`src/rtl/cmd_loader_if.sv`:
```
// Byte-stream input and program-memory write port of the cmd loader.
// master = host / memory side, slave = loader side.
interface cmd_loader_if #(
  parameter int unsigned CMD_WIDTH      = 39,
  parameter int unsigned CMD_ADDR_WIDTH = 6
);
  logic                      in_valid;
  logic [7:0]                in_data;
  logic                      in_ready;
  logic                      wr_en;
  logic [CMD_ADDR_WIDTH-1:0] wr_addr;
  logic [CMD_WIDTH-1:0]      wr_data;

  modport master (
    output in_valid, in_data,
    input  in_ready, wr_en, wr_addr, wr_data
  );

  modport slave (
    input  in_valid, in_data,
    output in_ready, wr_en, wr_addr, wr_data
  );
endinterface

```
`src/rtl/cmd_loader.sv`:
```
// Program loader: assembles big-endian instruction words from a byte stream,
// writes them to cmd memory and releases cpu reset once the XOR checksum matches.
module cmd_loader #(
  parameter int unsigned CMD_WIDTH      = 39,
  parameter int unsigned CMD_ADDR_WIDTH = 6,
  parameter int unsigned BYTES_PER_CMD  = 5
) (
  input  logic                    clk,
  input  logic                    reset,
  input  logic                    start,
  cmd_loader_if.slave             bus,
  output logic                    cpu_reset,
  output logic                    busy,
  output logic                    done,
  output logic                    error,
  output logic [CMD_ADDR_WIDTH:0] count
);

  localparam int unsigned CNT_W = CMD_ADDR_WIDTH + 1;
  localparam int unsigned IDX_W = (BYTES_PER_CMD > 1) ? $clog2(BYTES_PER_CMD) : 1;
  localparam int unsigned DEPTH = 2 ** CMD_ADDR_WIDTH;
  localparam int unsigned ASM_W = CMD_WIDTH - 8;

  typedef enum logic [2:0] {
    IDLE,
    HDR,
    DATA,
    CSUM,
    DONE,
    ERR
  } state_t;

  state_t                    state_q, state_d;
  logic [CNT_W-1:0]          n_q;
  logic [CNT_W-1:0]          cmd_idx_q;
  logic [CNT_W-1:0]          count_q;
  logic [IDX_W-1:0]          byte_idx_q;
  logic [ASM_W-1:0]          asm_q;
  logic [7:0]                xor_q;
  logic                      wr_en_q;
  logic [CMD_ADDR_WIDTH-1:0] wr_addr_q;
  logic [CMD_WIDTH-1:0]      wr_data_q;

  logic session;
  logic accept;
  logic last_byte;
  logic last_cmd;
  logic hdr_bad;

  assign session   = (state_q == HDR) || (state_q == DATA) || (state_q == CSUM);
  assign accept    = bus.in_valid && session;
  assign last_byte = (byte_idx_q == IDX_W'(BYTES_PER_CMD - 1));
  // cmd_idx counts assembled words, so the final byte is recognised before its write lands
  assign last_cmd  = ((cmd_idx_q + 1'b1) == n_q);
  assign hdr_bad   = (bus.in_data == '0) || (32'(bus.in_data) > DEPTH);

  always_ff @(posedge clk or posedge reset) begin
    if (reset) begin
      state_q <= IDLE;
    end else begin
      state_q <= state_d;
    end
  end

  always_comb begin
    state_d = state_q;
    unique case (state_q)
      IDLE, DONE, ERR: begin
        if (start) state_d = HDR;
      end
      HDR: begin
        if (accept) state_d = hdr_bad ? ERR : DATA;
      end
      DATA: begin
        if (accept && last_byte && last_cmd) state_d = CSUM;
      end
      CSUM: begin
        if (accept) state_d = (bus.in_data == xor_q) ? DONE : ERR;
      end
      default: state_d = IDLE;
    endcase
  end

  always_ff @(posedge clk or posedge reset) begin
    if (reset) begin
      n_q        <= '0;
      cmd_idx_q  <= '0;
      count_q    <= '0;
      byte_idx_q <= '0;
      asm_q      <= '0;
      xor_q      <= '0;
      wr_en_q    <= 1'b0;
      wr_addr_q  <= '0;
      wr_data_q  <= '0;
    end else begin
      wr_en_q <= 1'b0;
      if (wr_en_q) begin
        wr_addr_q <= wr_addr_q + 1'b1;
        count_q   <= count_q + 1'b1;
      end

      unique case (state_q)
        IDLE, DONE, ERR: begin
          if (start) begin
            cmd_idx_q  <= '0;
            count_q    <= '0;
            byte_idx_q <= '0;
            xor_q      <= '0;
            wr_addr_q  <= '0;
          end
        end
        HDR: begin
          if (accept) n_q <= CNT_W'(bus.in_data);
        end
        DATA: begin
          if (accept) begin
            asm_q <= {asm_q[ASM_W-9:0], bus.in_data};
            xor_q <= xor_q ^ bus.in_data;
            if (last_byte) begin
              // word is captured separately so the next byte may shift in during the write
              byte_idx_q <= '0;
              cmd_idx_q  <= cmd_idx_q + 1'b1;
              wr_en_q    <= 1'b1;
              wr_data_q  <= {asm_q, bus.in_data};
            end else begin
              byte_idx_q <= byte_idx_q + 1'b1;
            end
          end
        end
        default: ;
      endcase
    end
  end

  assign bus.in_ready = session;
  assign bus.wr_en    = wr_en_q;
  assign bus.wr_addr  = wr_addr_q;
  assign bus.wr_data  = wr_data_q;
  assign busy         = session;
  assign done         = (state_q == DONE);
  assign error        = (state_q == ERR);
  assign cpu_reset    = (state_q != DONE);
  assign count        = count_q;

endmodule
```
`src/flat_wrapper.sv`:
```
// flat-port wrapper written by rule: the top's interface ports become plain ports
module cmd_loader_flat 
#(
  parameter int unsigned CMD_WIDTH      = 39,
  parameter int unsigned CMD_ADDR_WIDTH = 6,
  parameter int unsigned BYTES_PER_CMD  = 5
)
  (clk, reset, start, cpu_reset, busy, done, error, count, bus_in_valid, bus_in_data, bus_in_ready, bus_wr_en, bus_wr_addr, bus_wr_data);
  cmd_loader_if #(.CMD_WIDTH(CMD_WIDTH), .CMD_ADDR_WIDTH(CMD_ADDR_WIDTH)) bus_i ();
  input  logic clk;
  input  logic reset;
  input  logic start;
  output logic cpu_reset;
  output logic busy;
  output logic done;
  output logic error;
  output logic [CMD_ADDR_WIDTH:0] count;
  input wire logic [$bits(bus_i.in_valid)-1:0] bus_in_valid;
  input wire logic [$bits(bus_i.in_data)-1:0] bus_in_data;
  output wire logic [$bits(bus_i.in_ready)-1:0] bus_in_ready;
  output wire logic [$bits(bus_i.wr_en)-1:0] bus_wr_en;
  output wire logic [$bits(bus_i.wr_addr)-1:0] bus_wr_addr;
  output wire logic [$bits(bus_i.wr_data)-1:0] bus_wr_data;
  assign bus_i.in_valid = bus_in_valid;
  assign bus_i.in_data = bus_in_data;
  assign bus_in_ready = bus_i.in_ready;
  assign bus_wr_en = bus_i.wr_en;
  assign bus_wr_addr = bus_i.wr_addr;
  assign bus_wr_data = bus_i.wr_data;
  cmd_loader #(.CMD_WIDTH(CMD_WIDTH), .CMD_ADDR_WIDTH(CMD_ADDR_WIDTH), .BYTES_PER_CMD(BYTES_PER_CMD)) u_core (.clk(clk), .reset(reset), .start(start), .bus(bus_i), .cpu_reset(cpu_reset), .busy(busy), .done(done), .error(error), .count(count));
endmodule
```
`config.mk`:
```
export PLATFORM = sky130hd
export DESIGN_NAME = cmd_loader_flat
export DESIGN_NICKNAME = d
export VERILOG_FILES = /design/src/rtl/cmd_loader_if.sv /design/src/rtl/cmd_loader.sv /design/src/flat_wrapper.sv
export SDC_FILE = /design/constraint.sdc
export NUM_CORES = 1
export LEC_CHECK = 0
export ABC_AREA = 1
export BUFFER_PORTS_ARGS = -buffer_cell sky130_fd_sc_hd__buf_4
export CELL_PAD_IN_SITES_DETAIL_PLACEMENT = 0
export CELL_PAD_IN_SITES_GLOBAL_PLACEMENT = 1
export CORE_MARGIN = 8
export CORE_UTILIZATION = 43
export DETAILED_ROUTE_END_ITERATION = 16
export GPL_ROUTABILITY_DRIVEN = 0
export GPL_TIMING_DRIVEN = 0
export PLACE_DENSITY_LB_ADDON = 0.3
export SKIP_CTS_REPAIR_TIMING = 1
export SLEW_MARGIN = 25
export SYNTH_ARGS = -nofsm -noshare
export SYNTH_HDL_FRONTEND = slang
export SYNTH_SLANG_ARGS = --single-unit
```
`constraint.sdc`:
```
create_clock -name clk -period 4.16 [get_ports clk]
set_clock_uncertainty 0.05 [all_clocks]
set_input_delay 0.832 -clock clk [delete_from_list [all_inputs] [get_ports clk]]
set_output_delay 0.832 -clock clk [all_outputs]
set_load 0.1 [all_outputs]
```
# == After elaboration in Yosys (flattened, before gate mapping) ==
# Index checks and enable logic that the tools add are counted.
# classes
eq_ne,15
n_bitwise,1
magnitude_cmp,1
n_addsub,4
muxes,27
n_reduce_logical,16
# ops
operator,count
two-way mux 7 bit,6
two-way mux 3 bit,8
two-way mux 6 bit,3
two-way mux 8 bit,2
one-hot mux 8 bit (2 select lines),1
adder 7 x 1 -> 7 bit (second input constant),2
one-hot mux 7 bit (2 select lines),1
one-hot mux 3 bit (4 select lines),1
equality test 3 bit (second input constant),3
equality test 8 bit,1
> comparator 8 x 7 -> 1 bit (second input constant),1
zero test 8 bit,1
inequality test 2 x 1 -> 1 bit (second input constant),4
AND reduction 4 bit,2
XOR 8 bit,1
equality test 7 bit,1
adder 6 x 1 -> 6 bit (second input constant),1
equality test 3 x 2 -> 1 bit (second input constant),2
one-hot mux 3 bit (2 select lines),1
AND reduction 3 bit,2
two-way mux 1 bit,4
inequality test 2 bit (second input constant),2
AND reduction 2 bit,2
adder 3 x 1 -> 3 bit (second input constant),1
other kinds (7),11
# totals
input_bits,12
register_bits,112

# == Depth between registers and ports, before layout ==
# logic_depth
depth_word,8
ltp_mapped,13
depth_no_buf,13

# == Worst setup path after synthesis ==
# No wires, ideal clock.
# synth_timing
path_type,reg2out
startpoint,register u_core.state_q[1]
endpoint,output port cpu_reset
t_arrival_ns,3.791
stages_incl_launch_ff,3
setup_slack_ns,-0.513
path_cell_list,dfrtp_1 nor3_1 inv_1
# synth_via
elab_chain_len,1
# synth_rtl
element,line,source
"start, declared",cmd_loader.sv:33,"state_t state_q, state_d;"
"start signal, assigned",cmd_loader.sv:61,state_q <= state_d;
inequality test 3 bit,cmd_loader.sv:142,assign cpu_reset = (state_q != DONE);
"end, declared",flat_wrapper.sv:13,output logic cpu_reset;
# No other way between the ends.

# == Worst setup path in the final report ==
# layout_timing
startpoint,register u_core.state_q[1]
endpoint,output port busy
# layout_via
elab_chain_len,3
word_cells_on_any_way,5
cone_classes,eq/ne: 3; reduce/logical: 2
# layout_rtl
element,line,source
equality test 3 x 1 -> 1 bit or equality test 3 x 2 -> 1 bit (tied branches),cmd_loader.sv:50,assign session = (state_q == HDR) || (state_q == DATA) || (state_q == CSUM);
logical OR 1 bit,cmd_loader.sv:50,
logical OR 1 bit (*),cmd_loader.sv:50,
"end, declared",flat_wrapper.sv:14,output logic busy;
# Mark *: on every way between the ends. The rest lies on a longest branch, timed or not.

==> metrics.json <==
{
  "finalWorstPathRequiredPeriod_ns": 2.54,
  "required_time_at_the_worst_slack_endpoint_ns": 3.28,
  "critPathKind": "flip-flop to output pin",
  "clk_transition_reported_paths_ns": 0.07,
  "outcome": "complete, no violations",
  "reg2reg_setup_slack_ns": 2.31,
  "final_layout_size_suffix_gt1_frac": 0.186,
  "setup.worst_path.start_class": "flip-flop",
  "synthesis_to_layout_area_growth_pct": 21.5,
  "fin_crit_sh": 0.610,
  "yosysWarningCount": 0,
  "critPathCaptureType": "output pin",
  "core.rowCount": 39,
  "critical_path.max_fanout": 6,
  "setup_repair_after_global_routing_missed_its_margin": "no",
  "vias": 3858,
  "setup_tns_ns": 0,
  "antenna_found_initial": 0,
  "clockBufferDepth": 2,
  "fin_nets": 662,
  "initial_core_util": 0.439,
  "clkPwrFrac": 0.309,
  "syn_nets": 581,
  "leakagePower_nw": 3.12,
  "grt_pass1_vias": 3912,
  "leading_cell_type_in_the_layout_fill_and_taps_excluded": "nand2_1",
  "most-common-layout-cells": "nand2_1 (158), dfrtp_1 (112), buf_4 (71), inv_1 (70), o21ai_0 (61)",
  "p_seq_frac": 0.438,
  "drt_iter0_markers": 202,
  "cts_root_buffer": "clkbuf_16",
  "timing.reg2reg.worst_path_depth": 12,
  "drtAntennaViolNets": 0,
  "setup-violations-final": 0,
  "global_route.overflow_total": 0,
  "post-synth-top-area-fraction": 0.562,
  "power_density_mw_per_mm2": 518,
  "tightest_slew_ns": 0.524,
  "yosys.area.top_type": "dfrtp_1",
  "timing.max_slew.rel_slack": 0.651,
  "cts_tree": "done",
  "synth_area_mm2": 0.00499,
  "netlist_top_cells_area": "dfrtp_1 (56%), nand2_1 (12%), o21ai_0 (6.1%), inv_1 (5.3%), nand3_1 (3.4%)",
  "grt_first_pass_wirelength_mm": 19.2,
  "finalCoreUtilization": 0.533,
  "per_instance_average_area_after_synthesis_um2": 8.84,
  "yosys_register_bits": 112,
  "final-max-slew-violation-count": 0,
  "htreeDepth": 3,
  "net-switching-power_w": 0.00109,
  "vias_per_cell": 4.87,
  "worst_r2r_endpoint": "u_core.state_q[0]",
  "insertedDiodeCount": 0,
  "chipHeight_um": 124,
  "vdd_ir_drop_max_v": 0.000442,
  "hold_end": "u_core.bus.wr_data[36]",
  "overall_track_demand_over_capacity_in_global_routing": 0.160,
  "combinationalPowerShare": 0.253,
  "syn-instance-count": 564,
  "floorplan.io_pins": 70,
  "timing.fmax_ghz": 0.394,
  "clk-insertion-delay-late_ns": 0.36,
  "cts_buf_count": 9,
  "hold_viol_final": 0,
  "fp.dieW_um": 124,
  "timing.rr.start": "u_core.cmd_idx_q[1]",
  "clkSinkCount": 112,
  "postRouteWirelength_mm": 11.4,
  "dpl.hpwl_mm": 8.54,
  "netlist-cell-type-count": 29,
  "core_area_mm2": 0.0114,
  "drv.max_cap_violation_count": 0,
  "hold_class": "flip-flop to flip-flop",
  "avgRoutedWirePerCell_um": 14.4,
  "power_switching_share": 0.348,
  "synth_seq_area_share": 0.562,
  "power.internal_w": 0.00204,
  "grt_max_degree": 60,
  "worst_hold_startpoint": "u_core.asm_q[28]",
  "port_buffers": 69,
  "detail_route.first_pass.iterations": 4,
  "design.die.area_mm2": 0.0153,
  "final_routed_drc_violation_total": 0,
  "critPathArrivalTime_ns": 1.66,
  "hold-path-cell-count": 2
}
-- power by group through the flow --
| stage | Combinational [W] | Sequential [W] | Clock, W |
|---|---|---|---|
| 2_1_floorplan | 0.000602 | 0.00137 | 0 |
| 3_3_place_gp | 0.000781 | 0.00139 | 0 |
| 3_5_place_dp | 0.000802 | 0.00139 | 0 |
| 4_1_cts | 0.000803 | 0.00137 | 0.000989 |
| 5_1_grt | 0.000894 | 0.00139 | 0.00103 |
| 6_report | 0.000793 | 0.00137 | 0.000969 |
-- critical path: stages (launching register included) --
cell and delay (ns):
dfrtp_1 0.46, o21ai_0 0.36, inv_1 0.11, buf_4 0.14
buf_4 0.22
-- worst max-delay path by stage --
stage | start | endpoint | slack (ns) | depth (start not counted)
floorplan | reset | u_core.asm_q[0] | 0.32 | 1
global placement | reset | u_core.xor_q[7] | -1.01 | 2
detailed placement | u_core.state_q[1] | busy | 1.96 | 4
CTS | u_core.state_q[1] | busy | 1.56 | 4
global route | u_core.state_q[1] | busy | 1.50 | 4
finish | u_core.state_q[1] | busy | 1.62 | 4
-- metrics by stage --
step	power [W]	instances	hold WS (ns)	worst slack, ns	area (um2)
floorplan	0.00197	564	0.392	0.319	4990
global placement	0.00217	776	0.411	-1.01	5690
detailed placement	0.00219	777	0.419	1.96	5720
CTS	0.00316	793	0.437	1.56	6060
global route	0.00332	793	0.458	1.50	6060
finish	0.00313	793	0.432	1.62	6060
-- cells by family (layout without fill, tap and decap cells) --
group | after synthesis | count (layout) | share of synthesized area
flops | 112 | 112 | 0.562
xor+xnor | 11 | 11 | 0.0193
compound gates | 97 | 97 | 0.100
simple gates | 241 | 241 | 0.204
buf+inv | 94 | 180 | 0.0931
mux | 4 | 4 | 0.00903
fa+ha+maj | 5 | 5 | 0.0125
-- cell type report --
type,instances,area [um2]
Timing Repair Buffer,70,546
Inverter,73,284
Tap cell,143,179
Buffer,21,185
Clock buffer,10,239
Clock inverter,6,97.6
Multi-Input combinational cell,358,1720
Sequential cell,112,2800
Fill cell,1059,5310
-- flip-flops by register name, summed over array words and instances (netlist names) --
name                cells
u_core.cmd_idx_q        7
u_core.n_q              7
u_core.bus.wr_data     39
u_core.bus.wr_addr      6
u_core.bus.wr_en        1
u_core.state_q          3
u_core.count            7
u_core.xor_q            8
u_core.byte_idx_q       3
u_core.asm_q           31
-- layer usage --
| layer | vias up | wire length [um] | share of wire | global-route usage |
|---|---|---|---|---|
| met4 | 0 | 123 | 0.011 | 0.0504 |
| li1 | 1943 | - | - | - |
| met1 | 1834 | 5400 | 0.47 | 0.214 |
| met5 | - | 0 | 0 | 0 |
| met2 | 70 | 5380 | 0.47 | 0.249 |
| met3 | 11 | 543 | 0.047 | 0.0408 |
-- synth_stat cells --
library cell  instances
nor2_1               30
nand2_4               4
buf_2                 1
o22ai_1               3
nand2_2               2
nand3_1              34
inv_2                 1
a21oi_1               9
inv_6                 1
nand2_1             158
or2_2                 2
buf_4                 2
mux2_2                4
ha_1                  5
clkbuf_1              5
nor2_2                3
nor3_1                1
nand4_1               5
inv_1                71
nand3b_1              2
xor2_1                2
o221ai_1              1
o21ai_0              61
o211ai_1              2
o21ai_1              20
xnor2_1               9
dfrtp_1             112
buf_6                13
a31oi_1               1
Power figures use the tool's default switching activity.
